File: config.mk
export PLATFORM = sky130hd
export DESIGN_NAME = dmem_port
export DESIGN_NICKNAME = d
export VERILOG_FILES = /design/src/rtl/mem_pkg.sv /design/src/rtl/dmem_port_load_align.sv /design/src/rtl/dmem_port.sv
export SDC_FILE = /design/constraint.sdc
export NUM_CORES = 1
export LEC_CHECK = 0
export ABC_CLOCK_PERIOD_IN_PS = 2200
export CAP_MARGIN = 20
export CORE_MARGIN = 2
export CORE_UTILIZATION = 41
export CTS_CLUSTER_DIAMETER = 40
export DETAILED_ROUTE_END_ITERATION = 8
export HOLD_SLACK_MARGIN = 0.15
export PLACE_DENSITY = 0.86
export SYNTH_ARGS = -nofsm -noshare
export SYNTH_HDL_FRONTEND = slang
export SYNTH_HIERARCHICAL = 1
export SYNTH_SLANG_ARGS = --single-unit
File: constraint.sdc
create_clock -name clk -period 2.2 [get_ports clk]
set_input_delay 0.66 -clock clk [delete_from_list [all_inputs] [get_ports clk]]
set_output_delay 0.66 -clock clk [all_outputs]
set_load 0.005 [all_outputs]
File: src/rtl/mem_pkg.sv
// Shared opcodes, funct3 encodings and FSM states for the memory-stage data port.
package mem_pkg;

  localparam logic [6:0] OP_LOAD  = 7'b0000011;
  localparam logic [6:0] OP_STORE = 7'b0100011;

  localparam logic [2:0] F3_B  = 3'b000;
  localparam logic [2:0] F3_H  = 3'b001;
  localparam logic [2:0] F3_W  = 3'b010;
  localparam logic [2:0] F3_BU = 3'b100;
  localparam logic [2:0] F3_HU = 3'b101;

  typedef enum logic [1:0] {
    S_IDLE = 2'd0,
    S_REQ  = 2'd1,
    S_RESP = 2'd2,
    S_DONE = 2'd3
  } state_t;

  // funct3[1:0] encodes access size: 00 byte, 01 halfword, 10 word.
  function automatic logic is_misaligned(input logic [2:0] f3, input logic [1:0] addr_lo);
    logic r;
    r = 1'b0;
    if (f3[1:0] == 2'b01) r = addr_lo[0];
    else if (f3[1:0] == 2'b10) r = (addr_lo != 2'b00);
    return r;
  endfunction

endpackage

File: src/rtl/dmem_port_load_align.sv
// Load lane extraction and sign/zero extension; purely combinational so the
// writeback mux can reuse it.
module load_align
  import mem_pkg::*;
(
  input  logic [31:0] i_rdata,
  input  logic [1:0]  i_addr_lo,
  input  logic [2:0]  i_funct3,
  output logic [31:0] o_load_data
);

  logic [7:0]  w_byte;
  logic [15:0] w_half;

  always_comb begin
    w_byte = 8'h00;
    case (i_addr_lo)
      2'd0: w_byte = i_rdata[7:0];
      2'd1: w_byte = i_rdata[15:8];
      2'd2: w_byte = i_rdata[23:16];
      2'd3: w_byte = i_rdata[31:24];
      default: w_byte = 8'h00;
    endcase
    w_half = i_addr_lo[1] ? i_rdata[31:16] : i_rdata[15:0];

    o_load_data = i_rdata;
    case (i_funct3)
      F3_B:    o_load_data = {{24{w_byte[7]}}, w_byte};
      F3_H:    o_load_data = {{16{w_half[15]}}, w_half};
      F3_BU:   o_load_data = {24'h000000, w_byte};
      F3_HU:   o_load_data = {16'h0000, w_half};
      default: o_load_data = i_rdata;
    endcase
  end

endmodule

File: src/rtl/dmem_port.sv
// Memory-stage data port: decodes load/store, runs req/gnt/rvalid on the data bus,
// and stalls the pipeline until the access (or a misalignment exception) completes.
module dmem_port
  import mem_pkg::*;
(
  input  logic        clk,
  input  logic        rst,
  input  logic [31:0] alu_out_acc,
  input  logic [31:0] data_b_acc,
  input  logic [31:0] instr_acc,
  input  logic        MemRW,
  output logic        mem_req,
  output logic        mem_we,
  output logic [31:0] mem_addr,
  output logic [3:0]  mem_be,
  output logic [31:0] mem_wdata,
  input  logic        mem_gnt,
  input  logic        mem_rvalid,
  input  logic [31:0] mem_rdata,
  output logic [31:0] load_data,
  output logic        misalign_exc,
  output logic        stall
);

  state_t      r_state;
  logic        r_mem_req;
  logic        r_mem_we;
  logic [31:0] r_mem_addr;
  logic [3:0]  r_mem_be;
  logic [31:0] r_mem_wdata;
  logic [2:0]  r_funct3;
  logic [1:0]  r_addr_lo;
  logic [31:0] r_load_data;
  logic        r_misalign;

  logic [6:0]  w_opcode;
  logic [2:0]  w_funct3;
  logic        w_is_store;
  logic        w_is_load;
  logic        w_access;
  logic        w_misalign;
  logic [3:0]  w_be;
  logic [31:0] w_wdata;
  logic [31:0] w_fmt_data;
  logic        w_unused_instr;

  assign w_opcode = instr_acc[6:0];
  assign w_funct3 = instr_acc[14:12];
  assign w_unused_instr = ^{instr_acc[31:15], instr_acc[11:7]};

  always_comb begin
    w_is_store = MemRW && (w_opcode == OP_STORE) &&
                 (w_funct3 == F3_B || w_funct3 == F3_H || w_funct3 == F3_W);
    w_is_load  = (w_opcode == OP_LOAD) &&
                 (w_funct3 == F3_B || w_funct3 == F3_H || w_funct3 == F3_W ||
                  w_funct3 == F3_BU || w_funct3 == F3_HU);
    w_access   = w_is_store || w_is_load;
    w_misalign = is_misaligned(w_funct3, alu_out_acc[1:0]);
  end

  // Lane generation keys off size only, so loads get a matching enable mask too.
  always_comb begin
    w_be    = 4'b1111;
    w_wdata = data_b_acc;
    case (w_funct3[1:0])
      2'b00: begin
        w_be    = 4'b0001 << alu_out_acc[1:0];
        w_wdata = {4{data_b_acc[7:0]}};
      end
      2'b01: begin
        w_be    = alu_out_acc[1] ? 4'b1100 : 4'b0011;
        w_wdata = {2{data_b_acc[15:0]}};
      end
      default: begin
        w_be    = 4'b1111;
        w_wdata = data_b_acc;
      end
    endcase
  end

  load_align u_load_align (
    .i_rdata     (mem_rdata),
    .i_addr_lo   (r_addr_lo),
    .i_funct3    (r_funct3),
    .o_load_data (w_fmt_data)
  );

  always_ff @(posedge clk) begin
    if (rst) begin
      r_state     <= S_IDLE;
      r_mem_req   <= 1'b0;
      r_mem_we    <= 1'b0;
      r_mem_addr  <= 32'h0;
      r_mem_be    <= 4'h0;
      r_mem_wdata <= 32'h0;
      r_funct3    <= 3'b000;
      r_addr_lo   <= 2'b00;
      r_load_data <= 32'h0;
      r_misalign  <= 1'b0;
    end else begin
      case (r_state)
        S_IDLE: begin
          if (w_access && w_misalign) begin
            r_misalign <= 1'b1;
            r_state    <= S_DONE;
          end else if (w_access) begin
            r_mem_req   <= 1'b1;
            r_mem_we    <= w_is_store;
            r_mem_addr  <= {alu_out_acc[31:2], 2'b00};
            r_mem_be    <= w_be;
            r_mem_wdata <= w_wdata;
            r_funct3    <= w_funct3;
            r_addr_lo   <= alu_out_acc[1:0];
            r_state     <= S_REQ;
          end
        end
        S_REQ: begin
          if (mem_gnt) begin
            r_mem_req <= 1'b0;
            r_state   <= r_mem_we ? S_DONE : S_RESP;
          end
        end
        S_RESP: begin
          if (mem_rvalid) begin
            r_load_data <= w_fmt_data;
            r_state     <= S_DONE;
          end
        end
        S_DONE: begin
          r_misalign <= 1'b0;
          r_state    <= S_IDLE;
        end
        default: r_state <= S_IDLE;
      endcase
    end
  end

  always_comb begin
    stall = 1'b0;
    if (!rst) begin
      case (r_state)
        S_IDLE:  stall = w_access;
        S_REQ:   stall = 1'b1;
        S_RESP:  stall = 1'b1;
        default: stall = 1'b0;
      endcase
    end
  end

  assign mem_req      = r_mem_req;
  assign mem_we       = r_mem_we;
  assign mem_addr     = r_mem_addr;
  assign mem_be       = r_mem_be;
  assign mem_wdata    = r_mem_wdata;
  assign load_data    = r_load_data;
  assign misalign_exc = r_misalign;

endmodule

==> out/results.tsv, run 1 <==
metric	value	unit
synthesized area	4970	um^2
failing checks	negative setup slack	
placed instance count	998	
DIE AREA	13000	um^2
total CTS buffers	9	
synth unique cells	46	
Post-Place Setup Slack	-1.07	ns
Setup-failing EPs final	1	
fin area	7820	um^2
Peak Freq	413	MHz
Vias/cell	5.17	
Post-DP HPWL	10.9	mm
post-synthesis sequential area ratio	0.435	
Peak VDD IR	380	uV
register area	2160	um^2
Sink Count	108	
skew final	0.00625	ns
vias	5255	
Final TNS setup	-0.218	ns
multi-input logic area	2570	um^2
initial antenna violation count	0	
Synth Flop Type	dfxtp_1	
CP max stage cell	nor4b_4	
I/O pin total	237	
H-tree depth	3	
I/O Buffers	212	
Hold Path Class	reg -> reg	
Final Max Tran Viols	0	
grt total ovfl	0	
worst-skew pair later-pin latency	0.35	ns
CP endpoint kind	primary output	
post-synthesis cell count	649	
cell area power density	648	nW/um^2
vias in the first global route	4994	
Yosys reg bits	108	
clock root cell	clkbuf_16	
CP peak stage delay	0.28	ns
Period Utilization, post-route	1.10	
min Tclk post-route	2.42	ns
post-DR wirelength/cell	15.3	um
Final nets	1003	
Die H	114	um
Synth Warn #	6	
Worst EP arrival	1.76	ns
total wire length	15.6	mm
share of cells above drive strength 1	0.0989	
Total GRT Usage	0.235	
first-pass GRT wire length	24.3	mm
CP Launch Type	input port	
DR pass1 iterations	5	
Placer Congestion	0.885	
status	finished with violations	
fin worst setup slack	-0.218	ns
fill count	1000	
Starting DRT DRC Count	351	
Max-Slew Margin vs Limit	0.453	
area added between synthesis and finish	57.2	%
Max FO, Critical Path	2	
total chip power	5070	uW
TritonCTS clock tree	built	
Setup CP Type	in -> out	
clock transition at the registers of the reported paths	0.07	ns
Horiz. Die Dim	114	um
asr flop ratio synth	0	
LEAKAGE	0.00280	uW
RSZ-0062 raised after global routing	true	
Post-synth EDFFs	0	
largest net degree at the start of global routing	75	
measured slew at the worst slew-check pin	0.821	ns
Diodes inserted	0	
Initial Utilization	0.418	
Max-Cap Viols	0	
post-route ant nets	0	
Max Buffers Root-to-Sink	2	
CP cell instances	buf_6 > nor4b_4 > nand4b_1 > nor2_2 > a21oi_2 > nor3_1 > buf_2	
Syn Area/Cell	7.66	um^2
Rows	40	
dpl cell area	7420	um^2
core area	11900	um^2
Fin. Hold Viols	0	
hold-fix buffers at CTS	0	
DRC errors left	0	
Worst Path Required	1.54	ns
Cell Count, Final, Fillers Out	1017	
power by group:
| group | switching (uW) | internal [uW] |
|---|---|---|
| combinational | 555 | 616 |
| sequential | 45.8 | 2040 |
| clock | 722 | 1090 |
| total | 1320 | 3750 |
cells in the final DEF (no fill, tap or decap), types with 2 or more instances in the layout:
master           synthesis  layout
a211oi_1                12      11
a21oi_1                 88      87
a22o_1                   7       7
a22oi_1                 13      13
a311oi_1                10      10
and2_1                   2       2
buf_12                   0       6
buf_2                   12       2
buf_4                    4      38
buf_6                    2       3
bufinv_16                0       2
clkbuf_16                0      10
clkbuf_8                 0       3
clkdlybuf4s50_1          0     199
conb_1                   1       2
dfxtp_1                108     108
dlygate4sd2_1            0       7
ha_1                     5       5
inv_1                    8       8
mux2_2                   7       7
mux2i_1                 18      18
nand2_1                228     228
nand2b_1                 2       2
nand3_1                  2       2
nand3b_1                 2       2
nor2_1                  26      25
nor2b_1                  3       3
nor3_1                   3       3
o211ai_1                 9       9
o21ai_0                 22      20
o21ai_2                  0       2
sequential cells by signal, indices dropped and copies added (netlist names):
signal,cells
mem_addr,30
mem_we,1
mem_be,4
load_data,32
mem_req,1
r_state,2
r_addr_lo,2
misalign_exc,1
r_funct3,3
mem_wdata,32
path summary, 6_finish.rpt:
path / from / endpoint / slack [ns] / cells after the start
worst max-delay path: instr_acc[2] / stall / -0.22 / 7
worst min-delay path: load_data[0] / load_data[0] / 0.45 / 2
worst max register to register: r_addr_lo[1] / load_data[0] / 0.29 / 7
worst min register to register: load_data[0] / load_data[0] / 0.45 / 2
stage by stage:
stage          hold WS, ns   util
2_1_floorplan        0.435      -
3_3_place_gp         0.440  0.623
3_5_place_dp         0.446  0.623
4_1_cts              0.455  0.652
5_1_grt              0.469  0.656
6_report             0.453  0.656
layer usage:
| layer | global-route usage | vias up | part of all wire |
|---|---|---|---|
| met2 | 0.376 | 198 | 0.47 |
| li1 | - | 2641 | - |
| met5 | 0 | - | 0 |
| met3 | 0.0630 | 28 | 0.076 |
| met1 | 0.295 | 2388 | 0.44 |
| met4 | 0.109 | 0 | 0.020 |
cells by family after synthesis:
kind of cell    count (synthesis)  share of synthesized area
mux                            26                     0.0566
xor+xnor                        1                    0.00176
simple gates                  275                      0.227
compound gates                171                      0.211
other cells                     1                   0.000754
buf+inv                        62                     0.0558
flops                         108                      0.435
fa+ha+maj                       5                     0.0126
worst max-delay path, delay by kind of cell:
| family | cells | cell delay [ns] |
|---|---|---|
| AND/OR/NAND/NOR | 4 | 0.79 |
| AO/OA/AOI/OAI | 1 | 0.07 |
| buffers and inverters | 2 | 0.24 |
area by class of cell:
class                      instances  area share
timing repair buffer             257       0.324
multi-input combinational        480       0.328
tap                              147      0.0235
clock buffer                      13      0.0346
sequential                       108       0.277
inverter                           9     0.00432
clock inverter                     3     0.00864
synth_stat cells (2+ instances only):
| cell type | number | share of area |
|---|---|---|
| nand3_1 | 2 | 0.0020 |
| and2_1 | 2 | 0.0025 |
| o21ai_0 | 22 | 0.022 |
| dfxtp_1 | 108 | 0.43 |
| buf_4 | 4 | 0.0060 |
| nand3b_1 | 2 | 0.0030 |
| a22oi_1 | 13 | 0.020 |
| clkbuf_1 | 32 | 0.024 |
| nand2_1 | 228 | 0.17 |
| nor2b_1 | 3 | 0.0038 |
| mux2i_1 | 18 | 0.036 |
| inv_1 | 8 | 0.0060 |
| a21oi_1 | 88 | 0.089 |
| nor2_1 | 26 | 0.020 |
| nor3_1 | 3 | 0.0030 |
| buf_6 | 2 | 0.0045 |
| a22o_1 | 7 | 0.012 |
| buf_1 | 3 | 0.0023 |
| a211oi_1 | 12 | 0.018 |
| ha_1 | 5 | 0.013 |
| a311oi_1 | 10 | 0.018 |
| mux2_2 | 7 | 0.016 |
| buf_2 | 12 | 0.012 |
| o211ai_1 | 9 | 0.014 |
| nand2b_1 | 2 | 0.0025 |
timing repair:
item,CTS,global route
setup buffers,0,2
resized for setup,35,6
setup endpoints to repair,76,52
gates cloned,0,1
pin swaps,6,6
Power figures use the tool's default switching activity.
==> inputs of run 2 (changes only) <==
==> constraint.sdc (replaced) <==
create_clock -name clk -period 2.2 [get_ports clk]
set_input_delay 0.44 -clock clk [delete_from_list [all_inputs] [get_ports clk]]
set_output_delay 0.44 -clock clk [all_outputs]
set_load 0.005 [all_outputs]
==> run 2 against run 1 <==
The run now ends clean; count of clock-buffer cells in the layout is 1 lower; core utilization is 0.82 points lower; register-to-register slack improved by 0.08 ns; sequential power barely moved; global-route usage is 0.33 points lower; combinational power shrank 5%; maximum frequency is 17% higher; clock skew decreased by 0.0019 ns; via count grew 0.86%; setup slack gained 0.34 ns; worst hold slack worse by 0.0010 ns; critical path type unchanged; highest routed layer unchanged.
==> out/results.tsv, run 2 (synthesized netlist as in run 1, its figures left out) <==
metric	value	unit
Vias/cell	5.23	
area added between synthesis and finish	55.2	%
grt total ovfl	0	
Final nets	1001	
Logic pwr share	0.225	
Diodes inserted	0	
CP Launch Type	input port	
cell area power density	637	nW/um^2
WP buf/inv	3	
CP endpoint kind	primary output	
DR pass1 iterations	5	
TritonCTS clock tree	built	
Sink Count	108	
CP peak stage delay	0.28	ns
switching power	1290	uW
Net Sw Frac	0.262	
DRC errors left	0	
most frequent cells in the layout	nand2_1 (228), clkdlybuf4s50_1 (201), dfxtp_1 (108)	
skew final	0.00436	ns
Worst EP arrival	1.63	ns
Peak VDD IR	338	uV
R2R Setup Slk	0.37	ns
Max-Slew Margin vs Limit	0.610	
Starting DRT DRC Count	417	
CP cell instances	buf_2 > nor4b_4 > nand4b_1 > buf_4 > nor2_2 > a21oi_2 > nor3_1 > clkbuf_2	
measured slew at the worst slew-check pin	0.584	ns
clock transition at the registers of the reported paths	0.07	ns
Final Max Tran Viols	0	
CP max stage cell	nor4b_4	
largest net degree at the start of global routing	109	
Total GRT Usage	0.231	
Pint	3630	uW
delay-heaviest family, CP	simple AND/OR/NAND/NOR gates	
I/O pin total	237	
status	complete, no violations	
post-route ant nets	0	
Worst Path Required	1.76	ns
Rows	40	
Horiz. Die Dim	114	um
clock power share	0.349	
total wire length	15.3	mm
min Tclk post-route	2.07	ns
Setup-failing EPs final	0	
Peak Freq	482	MHz
Die H	114	um
I/O Buffers	212	
Fin. Hold Viols	0	
vias	5300	
H-tree depth	3	
share of cells above drive strength 1	0.0935	
Max-Cap Viols	0	
Placer Congestion	0.879	
post-DR wirelength/cell	15.1	um
Max FO, Critical Path	2	
initial antenna violation count	0	
core area	11900	um^2
Setup CP Type	in -> out	
vias in the first global route	4918	
Flop pwr share	0.426	
Initial Utilization	0.418	
LEAKAGE	0.00275	uW
worst-skew pair later-pin latency	0.34	ns
first-pass GRT wire length	24.2	mm
total chip power	4910	uW
commonest non-fill, non-tap cell in the layout	nand2_1	
clock root cell	clkbuf_16	
Post-DP HPWL	10.6	mm
Max Buffers Root-to-Sink	2	
Hold Path Class	reg -> reg	
total CTS buffers	9	
Finished Core Util	0.648	
DIE AREA	13000	um^2
Period Utilization, post-route	0.943	
[run 2: cell types whose count changed in the layout (fill, tap and decap cells not counted), moves of 2 or more]
cell / before / now
clkdlybuf4s50_1: 199 / 201
buf_12: 6 / 3
clkbuf_8: 3 / 1
buf_4: 38 / 41
dlygate4sd2_1: 7 / 4
buf_6: 3 / 1
[run 2: worst paths after layout]
path	startpoint	end	cells past startpoint
max	instr_acc[2]	stall	8
min	load_data[15]	load_data[15]	2
max reg2reg	r_addr_lo[1]	load_data[1]	7
min reg2reg	load_data[15]	load_data[15]	2
[run 2: cell type report]
class,instances,area (um^2)
clock buffers,12,246
clock inverters,2,60.1
fillers,1030,4190
inverters,9,33.8
multi-input cells,480,2570
flip-flops and latches,108,2160
well taps,147,184
repair buffers,255,2460
[run 2: what timing repair did]
item                                    in CTS  in global routing
cloned                                       0                  0
resized for setup                           25                  8
hold buffers                                 0                  0
pin swaps                                    8                  5
buffers inserted                             9                  0
endpoints found under the setup margin      19                  5
[run 2: worst min-delay path: stages, from the launching register on]
cell	delay, ns
dfxtp_1	0.31
nand2_1	0.05
a21oi_1	0.05
[run 2: power groups by stage]
stage	Sequential (uW)	Combinational, uW	Clock, uW
after floorplan	2130	520	0
after global placement	2130	1060	0
after detailed placement	2140	1080	0
after CTS	2090	1090	1750
after global routing	2100	1220	1830
final	2090	1110	1720
[run 2: layer usage]
metal	vias to the layer above	global-route usage	wire, um
li1	2627	-	-
met1	2422	0.293	6550
met3	35	0.0524	1210
met2	216	0.379	7160
met4	0	0.101	425
met5	-	0	0
[run 2: metrics by stage]
stage	area, um^2	hold WS [ns]	TNS (ns)	setup slack [ns]	std cells
finish	7720	0.452	0	0.126	1013
global route	7720	0.469	-0.0119	-0.0119	1013
CTS	7720	0.455	-0.0496	-0.0496	1015
detailed placement	7350	0.446	-26.12	-0.588	993
global placement	7350	0.441	-24.67	-0.566	993
floorplan	4980	0.435	0	0.397	650
==> inputs of run 3 (changes only) <==
--- a/config.mk
+++ b/config.mk
@@ -17,3 +17,4 @@
 export SYNTH_HDL_FRONTEND = slang
 export SYNTH_HIERARCHICAL = 1
 export SYNTH_SLANG_ARGS = --single-unit
+export TNS_END_PERCENT = 100
==> results of run 3 <==
No change in the layout: final DEF, timing and power equal those of run 2.
